### src/rtl/serial_divider_pkg.sv
// Shared definitions for the execute-stage serial divider.
// State encodings, iteration count and HI/LO result field positions.
package serial_divider_pkg;

    localparam int DIV_W    = 32;
    localparam int DIV_ITER = 32;

    localparam int DIV_HI_MSB = 63;
    localparam int DIV_HI_LSB = 32;
    localparam int DIV_LO_MSB = 31;
    localparam int DIV_LO_LSB = 0;

    typedef enum logic [1:0] {
        DIV_IDLE = 2'd0,
        DIV_BUSY = 2'd1,
        DIV_FIX  = 2'd2,
        DIV_DONE = 2'd3
    } div_state_t;

endpackage

### src/rtl/div_restore_step.sv
// One radix-2 restoring division step, purely combinational.
// Chaining two instances per cycle gives a radix-4 divider.
module div_restore_step #(
    parameter int WIDTH = 32
) (
    input  logic [WIDTH-1:0] rem_i,
    input  logic [WIDTH-1:0] quo_i,
    input  logic [WIDTH-1:0] dvs_i,
    output logic [WIDTH-1:0] rem_o,
    output logic [WIDTH-1:0] quo_o
);

    logic [WIDTH:0] shl;
    logic [WIDTH:0] trial;
    logic           neg;

    // rem < divisor holds between steps, so WIDTH+1 bits never overflow
    assign shl   = {rem_i, quo_i[WIDTH-1]};
    assign trial = shl - {1'b0, dvs_i};
    assign neg   = trial[WIDTH];

    assign rem_o = neg ? shl[WIDTH-1:0] : trial[WIDTH-1:0];
    assign quo_o = {quo_i[WIDTH-2:0], ~neg};

endmodule

### src/rtl/serial_divider.sv
// Multi-cycle restoring divider for DIV/DIVU in the execute-stage ALU.
// result = {remainder, quotient}; ready pulses one cycle in DONE.
module serial_divider
    import serial_divider_pkg::*;
#(
    parameter int WIDTH = DIV_W,
    parameter int ITER  = WIDTH
) (
    input  logic               clk,
    input  logic               resetn,
    input  logic               start,
    input  logic               signed_div,
    input  logic [WIDTH-1:0]   a,
    input  logic [WIDTH-1:0]   b,
    input  logic               annul,
    output logic [2*WIDTH-1:0] result,
    output logic               ready
);

    localparam int CW = $clog2(ITER + 1);

    div_state_t state_q, state_d;

    logic [CW-1:0]      cnt_q, cnt_d;
    logic [WIDTH-1:0]   rem_q, rem_d;
    logic [WIDTH-1:0]   quo_q, quo_d;
    logic [WIDTH-1:0]   dvs_q, dvs_d;
    logic               sgn_q, sgn_d;
    logic               sa_q, sa_d;
    logic               sb_q, sb_d;
    logic [2*WIDTH-1:0] res_q, res_d;

    logic [WIDTH-1:0] step_rem;
    logic [WIDTH-1:0] step_quo;
    logic [WIDTH-1:0] a_abs;
    logic [WIDTH-1:0] b_abs;
    logic [WIDTH-1:0] quo_fix;
    logic [WIDTH-1:0] rem_fix;
    logic             neg_quo;
    logic             neg_rem;

    div_restore_step #(
        .WIDTH (WIDTH)
    ) u_step (
        .rem_i (rem_q),
        .quo_i (quo_q),
        .dvs_i (dvs_q),
        .rem_o (step_rem),
        .quo_o (step_quo)
    );

    // |MIN| wraps to MIN, which is the correct unsigned magnitude
    assign a_abs = (signed_div && a[WIDTH-1]) ? -a : a;
    assign b_abs = (signed_div && b[WIDTH-1]) ? -b : b;

    // Divide by zero leaves quotient all-ones and rem = |a|; the
    // remainder sign fix then restores the original a
    assign neg_quo = sgn_q & (sa_q ^ sb_q) & (|dvs_q);
    assign neg_rem = sgn_q & sa_q;
    assign quo_fix = neg_quo ? -quo_q : quo_q;
    assign rem_fix = neg_rem ? -rem_q : rem_q;

    always_comb begin
        state_d = state_q;
        cnt_d   = cnt_q;
        rem_d   = rem_q;
        quo_d   = quo_q;
        dvs_d   = dvs_q;
        sgn_d   = sgn_q;
        sa_d    = sa_q;
        sb_d    = sb_q;
        res_d   = res_q;
        unique case (state_q)
            DIV_IDLE: begin
                if (start && !annul) begin
                    sgn_d   = signed_div;
                    sa_d    = a[WIDTH-1];
                    sb_d    = b[WIDTH-1];
                    quo_d   = a_abs;
                    dvs_d   = b_abs;
                    rem_d   = '0;
                    cnt_d   = '0;
                    state_d = DIV_BUSY;
                end
            end
            DIV_BUSY: begin
                if (annul) begin
                    state_d = DIV_IDLE;
                end else begin
                    rem_d = step_rem;
                    quo_d = step_quo;
                    cnt_d = cnt_q + CW'(1);
                    if (cnt_q == CW'(ITER - 1)) begin
                        state_d = DIV_FIX;
                    end
                end
            end
            DIV_FIX: begin
                if (annul) begin
                    state_d = DIV_IDLE;
                end else begin
                    res_d   = {rem_fix, quo_fix};
                    state_d = DIV_DONE;
                end
            end
            DIV_DONE: begin
                state_d = DIV_IDLE;
            end
            default: begin
                state_d = DIV_IDLE;
            end
        endcase
    end

    always_ff @(posedge clk or negedge resetn) begin
        if (!resetn) begin
            state_q <= DIV_IDLE;
            cnt_q   <= '0;
            rem_q   <= '0;
            quo_q   <= '0;
            dvs_q   <= '0;
            sgn_q   <= 1'b0;
            sa_q    <= 1'b0;
            sb_q    <= 1'b0;
            res_q   <= '0;
        end else begin
            state_q <= state_d;
            cnt_q   <= cnt_d;
            rem_q   <= rem_d;
            quo_q   <= quo_d;
            dvs_q   <= dvs_d;
            sgn_q   <= sgn_d;
            sa_q    <= sa_d;
            sb_q    <= sb_d;
            res_q   <= res_d;
        end
    end

    assign result = res_q;
    assign ready  = (state_q == DIV_DONE);

endmodule

### config.mk
export PLATFORM = sky130hd
export DESIGN_NAME = serial_divider
export DESIGN_NICKNAME = d
export VERILOG_FILES = /design/src/rtl/serial_divider_pkg.sv /design/src/rtl/div_restore_step.sv /design/src/rtl/serial_divider.sv
export SDC_FILE = /design/constraint.sdc
export NUM_CORES = 1
export LEC_CHECK = 0
export BUFFER_PORTS_ARGS = -buffer_cell sky130_fd_sc_hd__buf_2
export CAP_MARGIN = 40
export CORE_MARGIN = 5
export CORE_UTILIZATION = 47
export CTS_CLUSTER_DIAMETER = 150
export DETAILED_ROUTE_END_ITERATION = 16
export PLACE_DENSITY = 0.66
export SKIP_LAST_GASP = 1
export SLEW_MARGIN = 20
export SYNTH_ARGS = -nofsm -noshare
export SYNTH_HDL_FRONTEND = slang
export SYNTH_SLANG_ARGS = --single-unit
### constraint.sdc
create_clock -name clk -period 5.3 [get_ports clk]
set_input_delay 0.265 -clock clk [delete_from_list [all_inputs] [get_ports clk]]
set_output_delay 0.265 -clock clk [all_outputs]
set_load 0.01 [all_outputs]
==> results.cfg <==
[run_status]
outcome = completed

[finish]
seqCellArea_um2 = 4279
final_common_cell = nand2_1
drive_above_1_share_pct = 13.70
multi_input_area_um2 = 6726
finalNetCount = 1598
final_util_pct = 54.18
fillCellCount = 2259
antenna_cells = 0
final_cell_mix = nand2_1 (218), dfrtp_1 (171), o21ai_0 (154)
area_growth_pct = 13.95

[sta]
fin_crit_ns = 3.270
fin_tns_setup_ns = 0
clock-skew-final_ns = 0.01363
hold_viol = 0
drv_slew = 0
setup_viol = 0
max_freq_mhz = 305.9
rsz0062_at_grt = false
max_slew_margin_pct = 50.37
hold_ws_ns = 0.07512
post-route-period-util_pct = 61.69
worst_pin_slew_ns = 0.7426

[global_route]
antenna_found_initial = 1
grt_max_degree = 69
grt_pass1_vias = 9642
grt_pass1_wl_um = 51450
grt-ovfl-total = 0
grtUsageTotal_pct = 22.40

[cts]
numCtsBuffers = 17
path_clk_slew_ns = 0.08
clkSinkCount = 171
clock_latency_ns = 0.45
cts_buffer_depth = 2
cts_resized = 0
cts_tree = yes
clockRootBuffer = clkbuf_16
cts_setup_buffers = 0
cts-htree-levels = 4
cts_hold_buf = 1

[floorplan]
dieArea_um2 = 27680
start_util_pct = 47.54
rows = 57
core-area_um2 = 24180
dieHeight_um = 166.4
die_w_um = 166.4
ioPinCount = 134

[place]
portBuffers = 133
place.gp.congestion = 0.9739
hpwl_um = 23610

[worst_hold_path]
hp-class = in2reg

[setup_path]
worstPathArrival_ns = 3.62
crit_chain = inv_1 > ha_1 > fa_1 > nand2b_1 > a21o_1 > a21oi_2 > o41a_1 > a21o_1 > a211oi_4 > buf_4 > mux2_2 > o22ai_1
crit_path_max_incr_delay_ns = 0.42
cpMostUsedCell = a21o_1
path_delay_family = compound AO/OA/AOI/OAI gates
worstPathMaxFanout = 27
worst-setup-path-type = reg2reg
crit_path_end_kind = flop
slowest_stage = o41a_1
cp_num_buf_inv = 2
crit_path_start_kind = flop
required_ns = 5.65

[synthesis]
syn_inst = 1397
ys.flop_type = dfrtp_1
synth_cell_type_count = 77
synth_area_per_cell_um2 = 8.228
synth_nets = 1504
synth_area_leader_cell = dfrtp_1
synth_edf_count = 0
seq_area_frac_synth_pct = 37.23
syn_area_um2 = 11490
ys_warn_count = 0
synth_top_area_share_pct = 37.23
ys_async_sr_fraction_pct = 100.0
synth_area_leaders = dfrtp_1 (37%), nand2_1 (7.1%), o21ai_0 (6.7%), xnor2_1 (5.6%), xor2_1 (5.1%)
synth-seq-cells = 171

[flow_run]
drv_cap = 0

[routing]
first_pass_iters = 5
drc = 0
drtIter0Drc = 942
wl_um = 31230
routedWlPerCell_um = 17.09
ant_nets = 0
vias = 10320
viasPerCell = 5.647

[power_and_ir_drop]
combPwrFrac_pct = 28.4
power.share.clock_pct = 31.5
swShare_pct = 37.85
powerDensity_nw_per_um2 = 317.1
p_sw_mw = 1.572
seqPwrFrac_pct = 40.1
leakage_nw = 5.919
peakVddDrop_uv = 159.1
cellInternalPower_mw = 2.582
registers in the layout (all words and copies together) (netlist names):
name,count
result,64
dvs_q,32
quo_q,32
rem_q,32
cnt_q,6
state_q,2
sa_q,1
sb_q,1
sgn_q,1
Yosys cell counts (4+ instances only):
| master | count |
|---|---|
| nand2_1 | 218 |
| dfrtp_1 | 171 |
| o21ai_0 | 154 |
| a21oi_1 | 101 |
| nor2_1 | 92 |
| xnor2_1 | 74 |
| clkbuf_1 | 69 |
| xor2_1 | 67 |
| inv_1 | 53 |
| ha_1 | 37 |
| o21ai_1 | 36 |
| a21o_1 | 24 |
| nor4_1 | 22 |
| o31ai_1 | 21 |
| mux2i_1 | 19 |
| nor3_1 | 18 |
| or3_1 | 18 |
| nand3_1 | 15 |
| and2_1 | 12 |
| nand2b_1 | 11 |
| nand4_1 | 11 |
| a31oi_1 | 10 |
| nor2b_1 | 9 |
| nor3b_1 | 9 |
| a2bb2oi_1 | 8 |
| or4_1 | 8 |
| o21a_1 | 7 |
| o41ai_1 | 7 |
| o211ai_1 | 6 |
| o22ai_1 | 6 |
| a211oi_1 | 5 |
| or2_2 | 5 |
| and3_1 | 4 |
| nand4b_1 | 4 |
kinds of logic (layout without fill, tap and decap cells):
logic type | after synthesis | in the layout | share of synthesized area [%]
AOI/OAI and AO/OA | 422 | 422 | 21.91
xor gates and xnor gates | 141 | 141 | 10.74
adders and majority gates | 38 | 38 | 4.202
buffers and inverters | 129 | 236 | 4.408
DFF | 171 | 171 | 37.23
muxes | 20 | 20 | 1.752
and+or+nand+nor | 476 | 476 | 19.76
power by group through the flow:
stage	registers, mW	logic [mW]	clock network (mW)
floorplan	1.65	0.787	0
CTS	1.66	1.17	1.33
global placement	1.68	1.15	0
global route	1.70	1.32	1.39
detailed placement	1.69	1.16	0
finish	1.67	1.18	1.31
stage by stage:
step                      cell area (um2)  instances  setup WS (ns)  total power, mW
after floorplan                     11490       1397          2.535            2.434
after global routing                13100       1828          1.839            4.404
after detailed placement            12410       1793          2.063            2.849
final                               13100       1828          2.030            4.154
after global placement              12380       1791          2.138            2.827
after CTS                           13070       1826          2.042            4.163
routing by layer:
layer	wire, um	global-route usage [%]
met1	15800	34.97
met2	12770	31.56
met3	2144	4.285
met4	520	6.048
met5	0	0
worst paths after layout:
path,slack [ns],cells past startpoint,from,to
setup reg to reg,2.03,12,quo_q[31],rem_q[1]
hold reg to reg,0.48,2,result[57],result[57]
hold / removal,0.08,2,annul,state_q[0]
min in group asynchronous,0.34,2,resetn,dvs_q[11]
max in group asynchronous,3.90,3,resetn,quo_q[10]
setup / recovery,2.03,12,quo_q[31],rem_q[1]
worst register-to-register path: stages (launching register included):
cell and delay, ns:
dfrtp_1 0.38, inv_1 0.17, ha_1 0.22, fa_1 0.19, nand2b_1 0.17, a21o_1 0.19, a21oi_2 0.10, o41a_1 0.42
a21o_1 0.23, a211oi_4 0.22, buf_4 0.38, mux2_2 0.39, o22ai_1 0.12
final cells by class:
type                    instances  area share, %
flip-flops and latches        171          32.67
multi-input cells            1097          51.35
clock buffers                  17          3.248
well taps                     324          3.095
clock inverters                15          1.653
repair buffers                151          6.467
inverters                      53          1.519
Note: power is estimated with default switching activity, not from simulation.
